### src/rtl/ssd_pkg.sv
// Shared constants and types for the seven-segment display datapath.
package ssd_pkg;

   localparam int unsigned SSD_DIGITS           = 8;
   localparam int unsigned SSD_NIB_W            = 4;
   localparam int unsigned SSD_WORD_W           = 32;
   // One scroll step every 250 ms from the 100 MHz board clock
   localparam int unsigned SSD_TICK_DIV_DEFAULT = 25_000_000;

   typedef logic [SSD_NIB_W-1:0]  ssd_nib_t;
   typedef logic [SSD_WORD_W-1:0] ssd_word_t;

endpackage

### src/rtl/ssd_nib_fifo.sv
// DEPTH x 4-bit synchronous FIFO with occupancy counter; flush clears pointers and count.
module ssd_nib_fifo
   import ssd_pkg::*;
#(
   parameter int unsigned DEPTH = 16
) (
   input  logic                     clk,
   input  logic                     flush,
   input  logic                     push,
   input  ssd_nib_t                 push_data,
   input  logic                     pop,
   output ssd_nib_t                 pop_data,
   output logic [$clog2(DEPTH):0]   count,
   output logic                     full,
   output logic                     empty
);

   localparam int unsigned PTR_W = $clog2(DEPTH);
   localparam int unsigned CNT_W = PTR_W + 1;

   ssd_nib_t               mem_q [DEPTH];
   ssd_nib_t               mem_d [DEPTH];
   logic [PTR_W-1:0]       wr_ptr_q, wr_ptr_d;
   logic [PTR_W-1:0]       rd_ptr_q, rd_ptr_d;
   logic [CNT_W-1:0]       count_q, count_d;

   always_comb begin
      mem_d    = mem_q;
      wr_ptr_d = wr_ptr_q;
      rd_ptr_d = rd_ptr_q;
      count_d  = count_q;
      if (push) begin
         mem_d[wr_ptr_q] = push_data;
         wr_ptr_d        = wr_ptr_q + PTR_W'(1);
      end
      if (pop) begin
         rd_ptr_d = rd_ptr_q + PTR_W'(1);
      end
      case ({push, pop})
         2'b10:   count_d = count_q + CNT_W'(1);
         2'b01:   count_d = count_q - CNT_W'(1);
         default: count_d = count_q;
      endcase
      if (flush) begin
         wr_ptr_d = '0;
         rd_ptr_d = '0;
         count_d  = '0;
      end
   end

   always_ff @(posedge clk) begin
      wr_ptr_q <= wr_ptr_d;
      rd_ptr_q <= rd_ptr_d;
      count_q  <= count_d;
   end

   // Storage is not reset; stale entries are unreachable once pointers clear
   always_ff @(posedge clk) begin
      mem_q <= mem_d;
   end

   assign pop_data = mem_q[rd_ptr_q];
   assign count    = count_q;
   assign full     = (count_q == CNT_W'(DEPTH));
   assign empty    = (count_q == '0);

endmodule

### src/rtl/ssd_scroll_buffer.sv
// Nibble FIFO feeding a right-to-left marquee word for the 8-digit SSD driver.
// Optional build macro SCROLL_LOOP_EN recirculates popped nibbles back into the FIFO.
module ssd_scroll_buffer
   import ssd_pkg::*;
#(
   parameter int unsigned DEPTH    = 16,
   parameter int unsigned TICK_DIV = SSD_TICK_DIV_DEFAULT
) (
   input  logic                     scroll_clk,
   input  logic                     scroll_rst,
   input  logic                     scroll_clr,
   input  logic                     scroll_en,
   input  logic [SSD_NIB_W-1:0]     scroll_in_nib,
   input  logic                     scroll_in_valid,
   output logic                     scroll_in_ready,
   output logic [SSD_WORD_W-1:0]    scroll_out,
   output logic [$clog2(DEPTH):0]   scroll_count,
   output logic                     scroll_full,
   output logic                     scroll_empty
);

   localparam int unsigned TCNT_W = $clog2(TICK_DIV);

   logic [TCNT_W-1:0]     tcnt_q, tcnt_d;
   ssd_word_t             out_q, out_d;
   logic                  flush_c;
   logic                  tick_c;
   logic                  pop_c;
   logic                  push_c;
   logic                  fifo_push_c;
   ssd_nib_t              fifo_wdata_c;
   ssd_nib_t              fifo_rdata_c;

   assign flush_c = scroll_rst | scroll_clr;
   assign tick_c  = scroll_en && (tcnt_q == TCNT_W'(TICK_DIV - 1));
   assign pop_c   = tick_c && !scroll_empty;

`ifdef SCROLL_LOOP_EN
   // The write port is taken by the recirculated nibble on a popping tick
   assign scroll_in_ready = !scroll_full && !pop_c;
   assign push_c          = scroll_in_valid && scroll_in_ready;
   assign fifo_push_c     = push_c || pop_c;
   assign fifo_wdata_c    = pop_c ? fifo_rdata_c : scroll_in_nib;
`else
   assign scroll_in_ready = !scroll_full;
   assign push_c          = scroll_in_valid && scroll_in_ready;
   assign fifo_push_c     = push_c;
   assign fifo_wdata_c    = scroll_in_nib;
`endif

   always_comb begin
      tcnt_d = tcnt_q;
      out_d  = out_q;
      if (scroll_en) begin
         tcnt_d = tick_c ? '0 : tcnt_q + TCNT_W'(1);
      end
      if (pop_c) begin
         out_d = {out_q[SSD_WORD_W-SSD_NIB_W-1:0], fifo_rdata_c};
      end
      if (flush_c) begin
         tcnt_d = '0;
         out_d  = '0;
      end
   end

   always_ff @(posedge scroll_clk) begin
      tcnt_q <= tcnt_d;
      out_q  <= out_d;
   end

   ssd_nib_fifo #(
      .DEPTH (DEPTH)
   ) u_fifo (
      .clk       (scroll_clk),
      .flush     (flush_c),
      .push      (fifo_push_c),
      .push_data (fifo_wdata_c),
      .pop       (pop_c),
      .pop_data  (fifo_rdata_c),
      .count     (scroll_count),
      .full      (scroll_full),
      .empty     (scroll_empty)
   );

   assign scroll_out = out_q;

endmodule
### config.mk
export PLATFORM = sky130hd
export DESIGN_NAME = ssd_scroll_buffer
export DESIGN_NICKNAME = d
export VERILOG_FILES = /design/src/rtl/ssd_pkg.sv /design/src/rtl/ssd_nib_fifo.sv /design/src/rtl/ssd_scroll_buffer.sv
export SDC_FILE = /design/constraint.sdc
export NUM_CORES = 1
export LEC_CHECK = 0
export BUFFER_PORTS_ARGS = -buffer_cell sky130_fd_sc_hd__buf_2
export CORE_MARGIN = 3
export CORE_UTILIZATION = 59
export DETAILED_ROUTE_END_ITERATION = 10
export PLACE_DENSITY = 0.79
export SLEW_MARGIN = 25
export SYNTH_ARGS = -nofsm -noshare
export SYNTH_HDL_FRONTEND = slang
export SYNTH_SLANG_ARGS = --single-unit
### constraint.sdc
create_clock -name scroll_clk -period 4.1 [get_ports scroll_clk]
set_clock_uncertainty 0.15 [all_clocks]
set_input_delay 0.82 -clock scroll_clk [delete_from_list [all_inputs] [get_ports scroll_clk]]
set_output_delay 0.82 -clock scroll_clk [all_outputs]
set_load 0.03 [all_outputs]
== Word level (Yosys, flattened, before mapping) ==
Index checks and enable logic that the tools add are counted.
Storage, ports and cells
  register bits: 134
  output and inout bits: 40
  word-level logic and storage cells: 52
Operators by class
  add/sub/neg operators: 5
  magnitude comparators: 3
  equal/unequal tests: 4
  mux-type cells: 8
  bitwise logic cells: 3
  reduce and logical (&&, ||, !) cells: 8
Operators with widths (number)
  bitwise mux 64 bit: 1
  adder 25 x 1 -> 25 bit (second input constant): 1
  == test 25 bit (second input constant): 1
  2-to-1 mux 25 bit: 1
  binary-select mux 4 bit (select 4 bit): 1
  demux 4 bit (select 4 bit): 1
  2-to-1 mux 4 bit: 3
  >= comparator 5 bit (second input constant): 2
  NOT 4 -> 5 bit: 2
  case mux 5 bit (2 select lines): 1
  adder 4 x 1 -> 4 bit (second input constant): 2
  adder 5 x 1 -> 5 bit (second input constant): 1
  == test 5 bit (second input constant): 1
  logical NOT 5 bit: 1
  less-than comparator 5 x 1 -> 1 bit (second input constant): 1
  subtractor 5 x 1 -> 5 bit (second input constant): 1
  logical AND 1 bit: 4
  == test 2 x 1 -> 1 bit (second input constant): 1
  == test 2 bit (second input constant): 1
  logical NOT 1 bit: 2
  nonzero test 2 bit: 1
  OR 1 bit: 1

== Logic depth before layout (Yosys ltp) ==
Gate-level depths: netlist of run 1.
  depth in word-level cells: 6
  mapped depth: 13

== By module ==
A second synthesis of run 1 with hierarchy kept.
Second synthesis, totals
  cell total of the unflattened synthesis: 462
  area total of the unflattened synthesis: 5871.9 µm²
By module, submodules not included
  ssd_nib_fifo: times used 1, cells an instance 211, area each 3408.3 µm²
  ssd_scroll_buffer: times used 1, cells an instance 251, area each 2463.6 µm²

== Worst setup path before layout of run 1 ==
No wires, ideal clock.
  kind: input port to flip-flop
  start: input scroll_en
  end: register u_fifo.count_q[4] (netlist: u_fifo.count[4])
  setup time: 70 ps
  data arrival time: 3497 ps
  setup slack: 382 ps
  cell stages on the path: 13
  buffers on the path: 1
  path through: and4_1 > buf_2 > nand2_1 > or4_1 > nor2_1 > ha_1 > inv_1 > fa_1 > nor2b_1 > o21ai_0 > and3_1 > or4_1 > a21oi_1
On the way
  cells in the longest elaborated chain, start to end: 4
RTL lines
  start: declaration: RTL line ssd_scroll_buffer.sv:12  | input logic scroll_en,
  logical AND 1 bit *: RTL line ssd_scroll_buffer.sv:35  | assign tick_c = scroll_en && (tcnt_q == TCNT_W'(TICK_DIV - 1));
  logical AND 1 bit *: RTL line ssd_scroll_buffer.sv:36  | assign pop_c = tick_c && !scroll_empty;
  via pop_c: RTL line ssd_scroll_buffer.sv:28  | logic pop_c;
  == test 2 x 1 -> 1 bit or == test 2 bit (tied branches): RTL line ssd_nib_fifo.sv:39  | case ({push, pop})
  case mux 5 bit (2 select lines) or nonzero test 2 bit (tied branches)
  end signal: assignment: RTL line ssd_nib_fifo.sv:54  | count_q <= count_d;
  end: declaration: RTL line ssd_nib_fifo.sv:25  | logic [CNT_W-1:0] count_q, count_d;
The timed path passes the listed nets; every way through them passes the cells marked *.
A chain may end at the register's enable or synchronous reset.

== Worst setup path in the final report of run 1 ==
  start: register tcnt_q[0]
  end: register u_fifo.count_q[4] (netlist: u_fifo.count[4])
On the way
  cells in the longest elaborated chain, start to end: 5
RTL lines
  start: declaration: RTL line ssd_scroll_buffer.sv:24  | logic [TCNT_W-1:0] tcnt_q, tcnt_d;
  start signal: assignment: RTL line ssd_scroll_buffer.sv:67  | tcnt_q <= tcnt_d;
  == test 25 bit *: RTL line ssd_scroll_buffer.sv:35
  logical AND 1 bit *: RTL line ssd_scroll_buffer.sv:35
  logical AND 1 bit *: RTL line ssd_scroll_buffer.sv:36
  via pop_c: RTL line ssd_scroll_buffer.sv:28
  == test 2 x 1 -> 1 bit or == test 2 bit (tied branches): RTL line ssd_nib_fifo.sv:39
  case mux 5 bit (2 select lines) or nonzero test 2 bit (tied branches)
Marked as above.

==> results.md, run 1 <==
- Final Cell Area: 6430 um2
- Layout cells sized above 1: 19.1%
- CTS tree: built
- Tightest Pin Transition: 0.912 ns
- GRT Max-Usage Layer: met2
- Clk slew on worst S/H paths: 0.06 ns
- Initial cell density of the core: 61.9%
- Die height: 103 um
- I/O Pins: 49
- Max rail drop VDD: 0.370 mV
- Ant. Diodes: 0
- Final Non-Filler Cells: 659
- Design Power: 3.03 mW
- Cells along the critical path: ha_1, and2_1, nand2_1, or4_1, nor2_1, ha_1, inv_1, fa_1, nor2b_1, o21ai_0, and3_1, or4_1, a21oi_1
- CP peak stage delay: 0.55 ns
- Setup_tns: 0 ns
- Max-slew violation total from the final report: 0
- Fill cell count: 618
- Post-CTS Resized: 0
- Worst EP arrival: 3.95 ns
- Slowest CP cell: or4_1
- Crit path required time: 4.39 ns
- First-pass GRT wire length: 18,100 um
- PortBufs: 48
- FFs w/ async S/R, synth: 0%
- CTS Buf Count: 17
- Drt wl/cell: 16.9 um
- Clk buf depth: 2
- # nets final: 558
- Critical Path Source Type: flop
- Via count: 3,793
- GR Util met1: 27.3%
- Achievable frequency: 273 MHz
- Slew headroom: 39.2%
- Yosys reg bits: 134
- Antenna violations before repair: 0
- Crit. Startpoint: tcnt_q[0]$_SDFFE_PP0P_
- Vias per inst: 5.76
- Post-synth top area share: 34.9%
- CTS sink cnt: 134
- Routed WL: 11,200 um
- Most common cell in the netlist: nand2_1
- Post-synth top flop: dfxtp_1
- Final Util: 72.4%
- Layout area overhead: 16.9%
- Initial DRC count: 138
- Net Count, Synth: 513
- GRT Total Usage: 22.9%
- Status: finished clean
- Cell taking the most area after synthesis: edfxtp_1
- Worst-skew pair later-pin latency: 0.52 ns
- DRC violations left: 0
- Max FO, Critical Path: 6
- Dpl ws: 0.137 ns
- Seq/Total Area, Yosys: 60.4%
- EDFF count, synth: 64
- Hold Slack: 0.304 ns
- Top post-synthesis cells by area: edfxtp_1, dfxtp_1, mux4_2
- Most frequent cells after synthesis: nand2_1, dfxtp_1, edfxtp_1
- Final WS setup: 0.436 ns
- Num rows: 34
- Count of cell types in the netlist: 38
- Postcts setup bufs: 0
- Unrepaired setup endpoints after global routing: false
- Final worst path period share: 89.4%
- Count of final hold-check violations: 0
- Min cycle time layout: 3.66 ns
- Critical path class: flop to flop
- Hold buffers post-CTS: 0
- Pin count of the biggest net entering global routing: 50
- CP endpoint kind: flop
- Power Dens Cells: 470 nW/um2
- Clock share of power: 51.6%
- Leakage: 2.21 nW
- Reg2reg start: tcnt_q[0]$_SDFFE_PP0P_
- Dpl hpwl: 7090 um
- Post-Place Cells: 627
- CORE AREA: 8890 um2
- GP Congestion: 0.817
- GR Util met3: 6.77%
- Placed cell area: 5810 um2
- Sequential Power Share: 46.6%
- Ys Warns: 0
- Final setup fails: 0
- GR Util met2: 39.1%
- Synthesized area per cell: 11.2 um2
- Root buffer cell: clkbuf_8
- Total gr overflow: 0
- Post-DRT Antenna Nets: 0
- Max Cap Violations: 0
- Cells after Synth: 493
- HP Start: scroll_out[28]$_SDFFE_PP0P_
- Mapped cell area: 5510 um2
- Sw Share: 20.5%
- Total iterations of the first detailed-routing run: 5
- Full die area: 10,500 um2
- H-tree levels: 4
- Worst hold path type: flop to flop
- DIE WIDTH: 103 um
- Vias in the first global route: 3,752
- Net Sw Power: 0.621 mW
- Int Power: 2.41 mW
- Combinational share of power: 1.8%
## sequential cells by signal, indices dropped and copies added, names as in the netlist
signal           count
scroll_out          32
tcnt_q              25
u_fifo.count         5
u_fifo.mem_q        64
u_fifo.rd_ptr_q      4
u_fifo.wr_ptr_q      4
## path summary, 6_finish.rpt
| kind | endpoint | slack, ns | cells after the start |
|---|---|---|---|
| max reg2reg | u_fifo.count[4]$_SDFFE_PP0P_ | 0.44 | 13 |
| max | u_fifo.count[4]$_SDFFE_PP0P_ | 0.44 | 13 |
| min reg2reg | scroll_out[28]$_SDFFE_PP0P_ | 0.30 | 2 |
| min | scroll_out[28]$_SDFFE_PP0P_ | 0.30 | 2 |
## power groups by stage
| stage | registers [mW] | clock network (mW) | logic [mW] |
|---|---|---|---|
| finish | 1.41 | 1.56 | 0.0553 |
| global route | 1.41 | 1.64 | 0.0611 |
| CTS | 1.41 | 1.58 | 0.0554 |
| global placement | 1.44 | 0 | 0.0524 |
| floorplan | 1.44 | 0 | 0.0308 |
| detailed placement | 1.44 | 0 | 0.0546 |
## area by class of cell
class,instances,area [um2],area share (%)
Sequential cell,134,3320,51.7
Multi-Input combinational cell,318,2020,31.4
Clock buffer,21,493,7.66
Timing Repair Buffer,53,278,4.32
Tap cell,108,135,2.10
Clock inverter,11,131,2.04
Inverter,14,52.6,0.817
## logic make-up after synthesis
group                      Yosys count  share of synthesized area [%]
DFF                                134                           60.4
buffers and inverters               41                           3.09
xor gates and xnor gates            29                           4.61
and+or+nand+nor                    208                           17.4
adders and majority gates           11                           2.64
AOI/OAI and AO/OA                   53                           5.14
muxes                               17                           6.73
## metal layers
metal,routed length (um),vias to the layer above
met3,484,16
met1,4630,1840
li1,-,1832
met4,133,0
met5,0,-
met2,5910,105
## placed cells by master (no fill, tap or decap), types with 14 or more instances in the layout
cell       count
a21oi_1       43
buf_2         48
clkbuf_16     19
dfxtp_1       70
edfxtp_1      64
inv_1         14
mux4_2        16
nand2_1       84
nand3_1       17
nor2_1        51
xnor2_1       21
## critical path: cells and delay by family (launching register included)
kind	cells	cell delay [ns]
buffers and inverters	1	0.10
AOI/OAI and AO/OA	2	0.28
adders and majority gates	3	0.87
DFF	1	0.42
and+or+nand+nor	7	1.77
Note: power is estimated with default switching activity, not from simulation.
==> inputs of run 2 (changes only) <==
--- a/config.mk
+++ b/config.mk
@@ -7,9 +7,9 @@
 export LEC_CHECK = 0
 export BUFFER_PORTS_ARGS = -buffer_cell sky130_fd_sc_hd__buf_2
 export CORE_MARGIN = 3
-export CORE_UTILIZATION = 59
+export CORE_UTILIZATION = 55
 export DETAILED_ROUTE_END_ITERATION = 10
-export PLACE_DENSITY = 0.79
+export PLACE_DENSITY = 0.75
 export SLEW_MARGIN = 25
 export SYNTH_ARGS = -nofsm -noshare
 export SYNTH_HDL_FRONTEND = slang
==> results.md, run 2 (synthesis gave the netlist of run 1 again) <==
- Status: finished clean (unchanged)
- Max-slew violation total from the final report: 0 (unchanged)
- Initial cell density of the core: 57.9% (was 61.9%)
- Via count: 3,709 (was 3,793)
- Layout area overhead: 16.9% (about the same)
- CORE AREA: 9500 um2 (was 8890 um2)
- Max layer used: met4 (unchanged)
- GP Congestion: 0.786 (was 0.817)
- Power Dens Cells: 462 nW/um2 (was 470 nW/um2)
- DRC violations left: 0 (unchanged)
- Unrepaired setup endpoints after global routing: false (unchanged)
- CTS sink cnt: 134 (unchanged)
- Postcts setup bufs: 0 (unchanged)
- CTS Buf Count: 17 (unchanged)
- CP endpoint kind: flop (unchanged)
- Routed WL: 10,800 um (was 11,200 um)
- Max reg flops: 64 (unchanged)
- Initial DRC count: 153 (was 138)
- Worst-skew pair later-pin latency: 0.52 ns (about the same)
- Clk buf depth: 2 (unchanged)
- H-tree levels: 4 (unchanged)
- DR WL met2: 5580 um (was 5910 um)
- Dpl hpwl: 6810 um (was 7090 um)
- Critical Path Source Type: flop (unchanged)
- Total iterations of the first detailed-routing run: 5 (unchanged)
- Worst Path Buf+Inv: 1 (unchanged)
- # nets final: 559 (was 558)
- Final worst path period share: 87.0% (was 89.4%)
- First-pass GRT wire length: 17,900 um (was 18,100 um)
- CP peak stage delay: 0.54 ns (was 0.55 ns)
- Max Cap Violations: 0 (unchanged)
- Post-DRT Antenna Nets: 0 (unchanged)
- Most used cells in the layout excluding fill and tap cells: nand2_1, dfxtp_1, edfxtp_1 (unchanged)
- Delay-heaviest family, CP: simple AND/OR/NAND/NOR gates (unchanged)
- Cells along the critical path: ha_1, and2_1, nand2_1, or4_1, nor2_1, ha_1, inv_1, fa_1, nor2b_1, o21ai_0, and3_1, or4_1, a21oi_1 (unchanged)
- Achievable frequency: 280 MHz (was 273 MHz)
- Slew headroom: 36.8% (was 39.2%)
- Crit path required time: 4.40 ns (was 4.39 ns)
- Min cycle time layout: 3.57 ns (was 3.66 ns)
- Full die area: 11,200 um2 (was 10,500 um2)
- Pin count of the biggest net entering global routing: 50 (unchanged)
- Clk slew on worst S/H paths: 0.06 ns (about the same)
- Met3 WL: 544 um (was 484 um)
- Hold buffers post-CTS: 0 (unchanged)
- Commonest non-fill, non-tap cell in the layout: nand2_1 (unchanged)
- Tightest Pin Transition: 0.946 ns (was 0.912 ns)
- CTS tree: built (unchanged)
- Leakage: 2.18 nW (was 2.21 nW)
- I/O Pins: 49 (unchanged)
- Slowest CP cell: or4_1 (unchanged)
- Count of final hold-check violations: 0 (unchanged)
- PortBufs: 48 (unchanged)
- Setup_tns: 0 ns (unchanged)
- Vias in the first global route: 3,657 (was 3,752)
- Layout cells sized above 1: 19.0% (was 19.1%)
- Antenna violations before repair: 0 (unchanged)
- Die height: 106 um (was 103 um)
- DIE WIDTH: 106 um (was 103 um)
- Post-CTS Resized: 0 (unchanged)
- Max FO, Critical Path: 6 (unchanged)
- Design Power: 2.98 mW (was 3.03 mW)
- Final setup fails: 0 (unchanged)
- Num rows: 35 (was 34)
- Ant. Diodes: 0 (unchanged)
- Total gr overflow: 0 (unchanged)
- Root buffer cell: clkbuf_8 (unchanged)
- Fill cell count: 701 (was 618)
- GRT Total Usage: 20.7% (was 22.9%)
- Worst hold path type: flop to flop (unchanged)
- Reg with most FFs: u_fifo.mem_q (unchanged)
- Max rail drop VDD: 0.518 mV (was 0.370 mV)
- Wire length on met1: 4430 um (was 4630 um)
- Vias per inst: 5.45 (was 5.76)
- Drt wl/cell: 15.8 um (was 16.9 um)
- Worst EP arrival: 3.87 ns (was 3.95 ns)
- Critical path class: flop to flop (unchanged)
run 2: final cells by class:
class                   instances  area [um2]  share of cell area (%)
flip-flops and latches        134        3320                    51.6
clock inverters                15         179                    2.78
well taps                     129         161                    2.51
repair buffers                 54         285                    4.43
inverters                      14        52.6                   0.816
clock buffers                  17         414                    6.43
multi-input cells             318        2020                    31.4
run 2: where the power goes:
group	internal [mW]	switching, mW	total, mW
logic	0.0163	0.0392	0.0555
registers	1.41	0.00413	1.41
clock network	0.928	0.581	1.51
run 2: worst min-delay path: stages, from the launching register on:
cell     delay, ns
dfxtp_1       0.30
nand2_1       0.05
a21oi_1       0.05
run 2: layer usage:
layer / global-route usage [%] / up-vias
met5: 0 / -
met4: 9.53 / 0
met1: 24.5 / 1765
li1: - / 1818
met2: 35.6 / 107
met3: 5.04 / 19
run 2: worst paths after layout:
kind	from	endpoint	slack [ns]	depth (start not counted)
max	tcnt_q[0]$_SDFFE_PP0P_	u_fifo.count[4]$_SDFFE_PP0P_	0.53	13
min	scroll_out[30]$_SDFFE_PP0P_	scroll_out[30]$_SDFFE_PP0P_	0.30	2
max reg2reg	tcnt_q[0]$_SDFFE_PP0P_	u_fifo.count[4]$_SDFFE_PP0P_	0.53	13
min reg2reg	scroll_out[30]$_SDFFE_PP0P_	scroll_out[30]$_SDFFE_PP0P_	0.30	2
run 2: stage by stage:
step | util, % | cell area (um2) | worst slack [ns] | hold WS [ns] | std cells
after floorplan | - | 5510 | 0.382 | 0.322 | 493
after global placement | 61.5 | 5840 | 0.313 | 0.285 | 649
after detailed placement | 61.5 | 5840 | 0.235 | 0.293 | 649
after CTS | 67.7 | 6440 | 0.531 | 0.306 | 681
after global routing | 67.7 | 6440 | 0.280 | 0.336 | 681
final | 67.7 | 6440 | 0.532 | 0.300 | 681
